### src/rtl/acia_pkg.sv
// Shared ACIA definitions: frame constants, FSM states and baud helper.
// Used by both the receive and transmit paths.
package acia_pkg;

  localparam int   ACIA_FRAME_BITS = 10;
  localparam logic ACIA_IDLE       = 1'b1;

  typedef enum logic {
    TX_IDLE,
    TX_SHIFT
  } tx_state_e;

  function automatic int sym_cnt(
    input int clk_freq,
    input int sym_rate
  );
    return clk_freq / sym_rate;
  endfunction

endpackage

### src/rtl/acia_tx_if.sv
// CPU-side write bus of the ACIA transmitter.
// master = bus logic, slave = transmitter.
interface acia_tx_if;

  logic [7:0] tx_dat;
  logic       tx_start;
  logic       tx_full;
  logic       tx_busy;

  modport master (
    output tx_dat,
    output tx_start,
    input  tx_full,
    input  tx_busy
  );

  modport slave (
    input  tx_dat,
    input  tx_start,
    output tx_full,
    output tx_busy
  );

endinterface

### src/rtl/acia_tx_fifo.sv
// Synchronous FIFO with first-word fall-through read data.
// Pointers carry one extra wrap bit to tell full from empty.
module acia_tx_fifo
  import acia_pkg::*;
#(
  parameter int depth = 4,
  parameter int width = 8
) (
  input  logic             clk,
  input  logic             reset,
  input  logic             wr,
  input  logic             rd,
  input  logic [width-1:0] din,
  output logic [width-1:0] dout,
  output logic             full,
  output logic             empty
);

  localparam int AW = $clog2(depth);

  logic [width-1:0] mem [depth];
  logic [AW:0]      wp_q;
  logic [AW:0]      rp_q;
  logic             do_wr;
  logic             do_rd;

  assign full  = (wp_q[AW] != rp_q[AW]) &&
                 (wp_q[AW-1:0] == rp_q[AW-1:0]);
  assign empty = (wp_q == rp_q);
  assign dout  = mem[rp_q[AW-1:0]];

  assign do_wr = wr && !full;
  assign do_rd = rd && !empty;

  always_ff @(posedge clk) begin
    if (reset) begin
      wp_q <= '0;
      rp_q <= '0;
    end else begin
      if (do_wr) wp_q <= wp_q + 1'b1;
      if (do_rd) rp_q <= rp_q + 1'b1;
    end
  end

  always_ff @(posedge clk) begin
    if (do_wr) mem[wp_q[AW-1:0]] <= din;
  end

endmodule

### src/rtl/acia_tx.sv
// ACIA transmitter: byte FIFO feeding an 8N1 shifter.
// Bit timing advances only on pclk-enabled cycles.
module acia_tx
  import acia_pkg::*;
#(
  parameter int clk_freq   = 4000000,
  parameter int sym_rate   = 9600,
  parameter int fifo_depth = 4
) (
  input  logic       clk,
  input  logic       reset,
  input  logic       pclk,
  acia_tx_if.slave   bus,
  output logic       tx_serial
);

  localparam int SYM = sym_cnt(clk_freq, sym_rate);
  localparam int SCW = (SYM > 1) ? $clog2(SYM) : 1;
  localparam logic [SCW-1:0] RLOAD = SCW'(SYM - 1);
  localparam logic [3:0]     BLOAD = 4'(ACIA_FRAME_BITS - 1);

  tx_state_e      state_q, state_n;
  logic [9:0]     sreg_q, sreg_n;
  logic [3:0]     bcnt_q, bcnt_n;
  logic [SCW-1:0] rcnt_q, rcnt_n;
  logic           ser_q, ser_n;
  logic           busy_q, busy_n;

  logic       push;
  logic       pop;
  logic       full;
  logic       empty;
  logic [7:0] head;

  assign push = bus.tx_start && !full;

  acia_tx_fifo #(
    .depth (fifo_depth),
    .width (8)
  ) u_fifo (
    .clk   (clk),
    .reset (reset),
    .wr    (push),
    .rd    (pop),
    .din   (bus.tx_dat),
    .dout  (head),
    .full  (full),
    .empty (empty)
  );

  always_comb begin
    state_n = state_q;
    sreg_n  = sreg_q;
    bcnt_n  = bcnt_q;
    rcnt_n  = rcnt_q;
    pop     = 1'b0;
    if (pclk) begin
      unique case (state_q)
        TX_IDLE: begin
          if (!empty) begin
            pop     = 1'b1;
            sreg_n  = {ACIA_IDLE, head, 1'b0};
            bcnt_n  = BLOAD;
            rcnt_n  = RLOAD;
            state_n = TX_SHIFT;
          end
        end
        TX_SHIFT: begin
          if (rcnt_q != '0) begin
            rcnt_n = rcnt_q - 1'b1;
          end else if (bcnt_q != '0) begin
            sreg_n = {ACIA_IDLE, sreg_q[9:1]};
            bcnt_n = bcnt_q - 1'b1;
            rcnt_n = RLOAD;
          end else if (!empty) begin
            // stop bit done: chain the next frame with no idle gap
            pop    = 1'b1;
            sreg_n = {ACIA_IDLE, head, 1'b0};
            bcnt_n = BLOAD;
            rcnt_n = RLOAD;
          end else begin
            state_n = TX_IDLE;
          end
        end
        default: state_n = TX_IDLE;
      endcase
    end
  end

  // a pop always lands in SHIFT, so non-empty-after is push | !empty
  assign ser_n  = (state_n == TX_SHIFT) ? sreg_n[0] : ACIA_IDLE;
  assign busy_n = (state_n == TX_SHIFT) || push || !empty;

  always_ff @(posedge clk) begin
    if (reset) begin
      state_q <= TX_IDLE;
      sreg_q  <= '1;
      bcnt_q  <= '0;
      rcnt_q  <= '0;
      ser_q   <= ACIA_IDLE;
      busy_q  <= 1'b0;
    end else begin
      state_q <= state_n;
      sreg_q  <= sreg_n;
      bcnt_q  <= bcnt_n;
      rcnt_q  <= rcnt_n;
      ser_q   <= ser_n;
      busy_q  <= busy_n;
    end
  end

  assign tx_serial   = ser_q;
  assign bus.tx_full = full;
  assign bus.tx_busy = busy_q;

endmodule
### src/flat_wrapper.sv
// flat-port wrapper written by rule: the top's interface ports become plain ports
module acia_tx_flat import acia_pkg::*;
#(
  parameter int clk_freq   = 4000000,
  parameter int sym_rate   = 9600,
  parameter int fifo_depth = 4
)
  (clk, reset, pclk, tx_serial, bus_tx_dat, bus_tx_start, bus_tx_full, bus_tx_busy);
  acia_tx_if bus_i ();
  input  logic clk;
  input  logic reset;
  input  logic pclk;
  output logic tx_serial;
  input wire logic [$bits(bus_i.tx_dat)-1:0] bus_tx_dat;
  input wire logic [$bits(bus_i.tx_start)-1:0] bus_tx_start;
  output wire logic [$bits(bus_i.tx_full)-1:0] bus_tx_full;
  output wire logic [$bits(bus_i.tx_busy)-1:0] bus_tx_busy;
  assign bus_i.tx_dat = bus_tx_dat;
  assign bus_i.tx_start = bus_tx_start;
  assign bus_tx_full = bus_i.tx_full;
  assign bus_tx_busy = bus_i.tx_busy;
  acia_tx #(.clk_freq(clk_freq), .sym_rate(sym_rate), .fifo_depth(fifo_depth)) u_core (.clk(clk), .reset(reset), .pclk(pclk), .bus(bus_i), .tx_serial(tx_serial));
endmodule
### config.mk
export PLATFORM = sky130hd
export DESIGN_NAME = acia_tx_flat
export DESIGN_NICKNAME = d
export VERILOG_FILES = /design/src/rtl/acia_pkg.sv /design/src/rtl/acia_tx_if.sv /design/src/rtl/acia_tx_fifo.sv /design/src/rtl/acia_tx.sv /design/src/flat_wrapper.sv
export SDC_FILE = /design/constraint.sdc
export NUM_CORES = 1
export LEC_CHECK = 0
export CAP_MARGIN = 20
export CORE_ASPECT_RATIO = 1.25
export CORE_UTILIZATION = 30
export DETAILED_ROUTE_END_ITERATION = 12
export PLACE_DENSITY_LB_ADDON = 0.2
export SLEW_MARGIN = 10
export SYNTH_ARGS = -nofsm -noshare
export SYNTH_HDL_FRONTEND = slang
export SYNTH_HIERARCHICAL = 1
export SYNTH_SLANG_ARGS = --single-unit
### constraint.sdc
create_clock -name clk -period 2.4 [get_ports clk]
set_input_delay 0.24 -clock clk [delete_from_list [all_inputs] [get_ports clk]]
set_output_delay 0.24 -clock clk [all_outputs]
set_load 0.02 [all_outputs]
==> summary.txt, run 1 <==
Worst setup path
  – R2R Setup Slk: 0.25 ns
  – CP Class: reg2out
  – Crit path DAT: 1.92 ns
  – CP startpoint kind: register
  – Worst endpoint required time: 2.16 ns
  – Crit path max fanout: 7
  – CP Capture Type: primary output

STA
  – Slew HR: 53.0%
  – Part of the cycle the worst path needs: 90.0%
  – Worst Tran Pin Value: 0.703 ns
  – Post-route setup TNS: 0 ns
  – Max Slew Vio Count: 0
  – Max Clk Rate: 0.463 GHz
  – Skew final: 0.00274 ns
  – Fin. Hold Viols: 0
  – Final min period: 2.16 ns
  – Setup-failing EPs final: 0
  – RSZ-0062 raised after global routing: no

Die
  – Starting Density: 30.8%
  – I/O pins: 15
  – Die W: 93.1 um
  – Die extent in y: 116 um
  – Cell Rows: 41
  – Full die area: 10,800 um^2
  – Core area: 10,100 um^2

Global route
  – Vias in the first global route: 2,343
  – Pin count of the biggest net entering global routing: 16
  – Initial antenna violation count: 0
  – Grt ovf: 0
  – GR Util All Layers: 14.5%
  – First-pass GRT wire length: 11.7 mm

Synthesis
  – Asr flop ratio synth: 0%
  – Synthesized cell area: 3110 um^2
  – Mean Syn Cell Area: 11.7 um^2
  – Post-synth top flop: dfxtp_1
  – Most common cell in the synthesized netlist: dfxtp_1
  – Sequential-to-total area share from yosys stat: 52.7%
  – Yosys top cell area share: 30.9%
  – Number of synthesis warnings: 6
  – EDFF count, synth: 32
  – Top cell type by total area after synthesis: edfxtp_1
  – Synth unique cells: 66
  – Top post-synthesis cells by count: dfxtp_1, edfxtp_1, o21ai_0
  – Post-Syn Instances: 266
  – Area contributors post-synth: edfxtp_1, dfxtp_1, mux4_2
  – Syn nets: 285
  – Register bit total from synthesis: 66

Clock tree
  – Clock Sinks: 66
  – CTS clk-pin slew, worst paths: 0.06 ns
  – Clk buf depth: 2
  – CTS Hold Bufs: 0
  – CTS root buf: clkbuf_16
  – Clk_lat worst skew: 0.33 ns
  – TritonCTS Buffers: 9
  – CTS tree: built
  – Htree depth: 3

Layout
  – Final layout net count: 326
  – Antenna Cells: 0
  – Cell Count, Final, Fillers Out: 441
  – Final Core Density: 38.4%
  – Cell area after layout: 3880 um^2
  – Area growth syn-to-layout: 24.6%
  – Fillers: 985
  – Share of layout cells above drive strength 1: 22.4%

Power
  – Clock network power share: 25.8%
  – Power density over the cells: 1340 nW/um^2
  – Sw Share: 37.1%
  – Logic gate share of total power: 41.9%
  – P_leak: 1.35 nW
  – Final total power: 5.19 mW
  – Maximum VDD drop: 535 uV
  – Int Pwr: 3.27 mW
  – Flop pwr share: 32.2%
  – Switching power: 1.93 mW

Run
  – Max_cap viols: 0

Place
  – Hpwl dp: 5.09 mm
  – Routability-driven placement congestion ratio: 0.821
  – # port buffers: 14
  – Placed insts: 425
  – Placed Instance Area: 3550 um^2

Worst hold path
  – HP Class: reg2reg

Detailed routing
  – Via/cell ratio: 5.27
  – WL final: 7.09 mm
  – Pre-antenna DRT Iters: 4
  – Avg WL per Cell: 16.1 um
  – Starting DRT DRC Count: 69
  – Drc violations: 0
  – Routed via count: 2,323
  – Routed Antenna Nets: 0

Status
  – Status: completed
## cells by family after synthesis
kind of cell | Yosys count | synth area share, %
AO/OA/AOI/OAI | 83 | 17.9
AND/OR/NAND/NOR | 73 | 15.4
XOR/XNOR | 6 | 1.69
multiplexers | 8 | 5.79
flip-flops | 66 | 52.7
buffers and inverters | 23 | 3.66
adder cells (fa/ha/maj) | 7 | 2.81
## cell type report
type	count	area (um^2)	share of cell area, %
Sequential cell	66	1640	42.3
Multi-Input combinational cell	177	1390	35.7
Timing Repair Buffer	41	343	8.84
Clock buffer	9	225	5.81
Tap cell	129	161	4.16
Clock inverter	7	76.3	1.97
Inverter	12	45.0	1.16
## power groups by stage
stage          clock network (mW)  registers, mW  logic [mW]
2_1_floorplan                   0           1.62        1.49
3_3_place_gp                    0           1.69        2.17
3_5_place_dp                    0           1.69        2.15
4_1_cts                      1.37           1.67        2.17
5_1_grt                      1.42           1.71        2.41
6_report                     1.34           1.67        2.18
## state kept, by name, summed over array words and instances (netlist names), 3 cells and up, named ones only
name	cells
u_core/u_fifo/mem	32
u_core/sreg_q	10
u_core/u_fifo/rp_q	3
u_core/u_fifo/wp_q	3
u_core/rcnt_q	9
u_core/bcnt_q	4
## final timing paths
kind | start | endpoint | depth (start not counted)
min reg2reg | u_core/sreg_q[9]$_SDFFE_PP1P_ | u_core/sreg_q[9]$_SDFFE_PP1P_ | 1
max | u_core/u_fifo/wp_q[0]$_SDFFE_PP0P_ | bus_tx_full | 4
max reg2reg | u_core/rcnt_q[0]$_SDFFE_PP0P_ | register | 9
min | u_core/sreg_q[9]$_SDFFE_PP1P_ | u_core/sreg_q[9]$_SDFFE_PP1P_ | 1
## per-layer routing
layer  GRT usage [%]  vias to the layer above  routed length (um)
met5               0                        -                   0
met4            7.38                        0                 157
met3            3.41                       11                 193
met2            24.7                       32                3620
met1            17.0                     1159                3120
li1                -                     1121                   -
## worst max-delay path, stage by stage, from the launching register on
cell and delay, ns:
dfxtp_1 0.46, xnor2_1 0.17, nand2_1 0.15, nor2_1 0.18, clkdlybuf4s50_1 0.62
## layout by cell type (no fill, tap or decap), types with 8 or more instances in the layout
cell and n:
dfxtp_1 34, inv_1 12, clkdlybuf4s50_1 14, a2bb2oi_1 9, mux4_2 8, buf_4 27
nor2_1 15, a21oi_1 13, o21ai_0 24, nand2_1 9, a31oi_1 8, clkbuf_16 9
edfxtp_1 32
## metrics by stage
stage | hold slack (ns) | setup slack, ns
floorplan | 0.339 | 0.117
global placement | 0.431 | 0.170
detailed placement | 0.430 | 0.136
CTS | 0.453 | 0.156
global route | 0.489 | 0.0515
finish | 0.453 | 0.240
## repair_timing
item	in CTS	in global routing
setup buffers	0	0
setup endpoints to repair	0	25
gates resized for setup	0	3
No activity file was read; power rests on OpenSTA's default activity.
==> inputs of run 2 (changes only) <==
--- a/config.mk
+++ b/config.mk
@@ -7,7 +7,7 @@
 export LEC_CHECK = 0
 export CAP_MARGIN = 20
 export CORE_ASPECT_RATIO = 1.25
-export CORE_UTILIZATION = 30
+export CORE_UTILIZATION = 52
 export DETAILED_ROUTE_END_ITERATION = 12
 export PLACE_DENSITY_LB_ADDON = 0.2
 export SLEW_MARGIN = 10
==> run 2 against run 1 <==
Sequential share of layout area rose by 2.1 points; power fell by 8.5%; global-route usage grew 8.0 points; clock skew grew 0.0031 ns; clock-buffer cell count is the same; critical path type is now reg2reg.
==> summary.txt, run 2 (synthesized netlist as in run 1, its figures left out) <==
Worst setup path
  – CP Capture Type: register
  – Crit path max fanout: 7 (unchanged)
  – Crit path cell chain: xnor2_1, nand2_1, nor2_1, nand4bb_1, or3_4, o21ai_0, a21oi_1
  – Crit path DAT: 2.44 ns (+0.52 ns)
  – Worst endpoint required time: 2.60 ns (+0.44 ns)
  – CP top delay family: simple AND/OR/NAND/NOR gates
  – CP startpoint kind: register
  – Buffers & Inverters on Critical Path: 0 (-1)
  – Reg2Reg Launch Point: u_core/u_fifo/wp_q[0]$_SDFFE_PP0P_
  – CP max stage cell: dfxtp_1
  – Largest stage delay, worst path: 0.47 ns (-0.15 ns)
  – CP Class: reg2reg
  – CP Launch Point: u_core/u_fifo/wp_q[0]$_SDFFE_PP0P_

STA
  – RSZ-0062 raised after global routing: no
  – Max Clk Rate: 0.448 GHz (-3.3%)
  – Setup-failing EPs final: 0 (unchanged)
  – Skew final: 0.00580 ns (+0.00306 ns)
  – Max Slew Vio Count: 0 (unchanged)
  – Worst Tran Pin Value: 0.626 ns (-0.0770 ns)
  – Slew HR: 58.1% (+5.1 points)
  – Final min period: 2.23 ns (+0.0734 ns)
  – Part of the cycle the worst path needs: 93.1% (+3.1 points)
  – Fin. Hold Viols: 0 (unchanged)
  – Worst setup margin: 0.167 ns (-0.0734 ns)
  – Post-route setup TNS: 0 ns (unchanged)

Global route
  – GR Util All Layers: 22.5% (+8.0 points)
  – Grt ovf: 0 (unchanged)
  – Vias in the first global route: 2,217 (-5.4%)
  – Pin count of the biggest net entering global routing: 17 (+1)
  – Initial antenna violation count: 0 (unchanged)
  – First-pass GRT wire length: 10.7 mm (-9.0%)

Layout
  – Antenna Cells: 0 (unchanged)
  – Final Core Density: 63.9% (+26 points)
  – Share of layout cells above drive strength 1: 20.9% (-1.5 points)
  – Area growth syn-to-layout: 18.6%
  – Final layout net count: 320 (-1.8%)
  – Most frequent cells in the layout: dfxtp_1, edfxtp_1, o21ai_0, buf_4, nor2_1
  – Most common cell after layout, fill and taps aside: dfxtp_1
  – Fillers: 457 (-54%)
  – Max FFs per register: 32 (unchanged)

Power
  – Maximum VDD drop: 619 uV (+16%)
  – Logic gate share of total power: 40.8% (-1.1 points)
  – Power density over the cells: 1290 nW/um^2 (-3.9%)
  – P_leak: 1.29 nW (-4.0%)
  – Clock network power share: 24.2% (-1.6 points)
  – Sw Share: 36.6% (-0.51 points)
  – Switching power: 1.74 mW (-9.7%)
  – Flop pwr share: 35.0% (+2.8 points)
  – Int Pwr: 3.02 mW (-7.7%)

Die
  – Full die area: 6300 um^2 (-42%)
  – Die W: 71.2 um (-24%)
  – Starting Density: 53.9% (+23 points)
  – I/O pins: 15 (unchanged)
  – Cell Rows: 31 (-24%)
  – Core area: 5780 um^2 (-43%)
  – Die extent in y: 88.5 um (-24%)

Detailed routing
  – Drc violations: 0 (unchanged)
  – WL final: 6.32 mm (-11%)
  – Routed Antenna Nets: 0 (unchanged)
  – Via/cell ratio: 6.07 (+15%)
  – Pre-antenna DRT Iters: 4 (unchanged)
  – Starting DRT DRC Count: 148 (+110%)
  – Avg WL per Cell: 17.0 um (+5.7%)
  – Routed via count: 2,258 (-2.8%)

Place
  – Hpwl dp: 4.49 mm (-12%)
  – Routability-driven placement congestion ratio: 0.843 (+2.7%)
  – Pre-CTS setup slack: 0.123 ns (-0.0132 ns)
  – # port buffers: 14 (unchanged)

Run
  – Max_cap viols: 0 (unchanged)

Clock tree
  – CTS clk-pin slew, worst paths: 0.08 ns (+0.02 ns)
  – TritonCTS Buffers: 9 (unchanged)
  – CTS tree: built
  – Clk buf depth: 2 (unchanged)
  – CTS Hold Bufs: 0 (unchanged)
  – Clk_lat worst skew: 0.34 ns (about the same)
  – Htree depth: 3 (unchanged)
  – Clock Sinks: 66 (unchanged)
  – CTS root buf: clkbuf_8

Status
  – Status: completed

Worst hold path
  – Beginning of the worst hold path: u_core/sreg_q[9]$_SDFFE_PP1P_
  – HP Class: reg2reg
-- run 2: cell count changes in the layout (fill, tap and decap cells not counted), sizes merged --
cell / before / now
clkinv: 2 / 1
buf: 27 / 21
inv: 15 / 14
bufinv: 1 / 3
-- run 2: final timing paths --
check	slack [ns]	cells after the start	endpoint
hold reg to reg	0.44	1	u_core/sreg_q[9]$_SDFFE_PP1P_
setup reg to reg	0.17	7	u_core/bus.tx_busy$_SDFF_PP0_
setup / recovery	0.17	7	u_core/bus.tx_busy$_SDFF_PP0_
hold / removal	0.44	1	u_core/sreg_q[9]$_SDFFE_PP1P_
-- run 2: final cells by class --
class	count	area (um^2)	share of cell area, %
timing repair buffer	35	298	8.07
tap	66	82.6	2.24
inverter	12	45.0	1.22
sequential	66	1640	44.5
clock inverter	7	124	3.35
multi-input combinational	177	1380	37.3
clock buffer	9	124	3.35
-- run 2: per-stage QoR --
step / power [mW] / hold slack (ns) / instances / area [um^2]
after floorplan: 3.11 / 0.339 / 266 / 3120
after global placement: 3.54 / 0.428 / 356 / 3430
after detailed placement: 3.57 / 0.428 / 356 / 3430
after CTS: 4.74 / 0.450 / 372 / 3680
after global routing: 5.05 / 0.459 / 372 / 3690
final: 4.75 / 0.444 / 372 / 3690
-- run 2: layer usage --
metal	vias to the layer above	part of all wire (%)	track usage [%]
met3	8	3.1	4.56
met5	-	0	0
li1	1113	-	-
met4	0	1.5	11.8
met1	1102	44	28.0
met2	35	51	37.3
-- run 2: timing repair --
| item | in CTS | in global routing |
|---|---|---|
| endpoints found under the hold margin | 0 | 0 |
| resized for setup | 0 | 2 |
| buffers inserted | 0 | 0 |
| endpoints found under the setup margin | 0 | 4 |
-- run 2: power by group through the flow --
stage | Clock (mW) | Combinational [mW] | Sequential, mW
finish | 1.15 | 1.94 | 1.66
global route | 1.22 | 2.13 | 1.70
CTS | 1.18 | 1.90 | 1.66
detailed placement | 0 | 1.89 | 1.68
global placement | 0 | 1.87 | 1.67
floorplan | 0 | 1.49 | 1.62
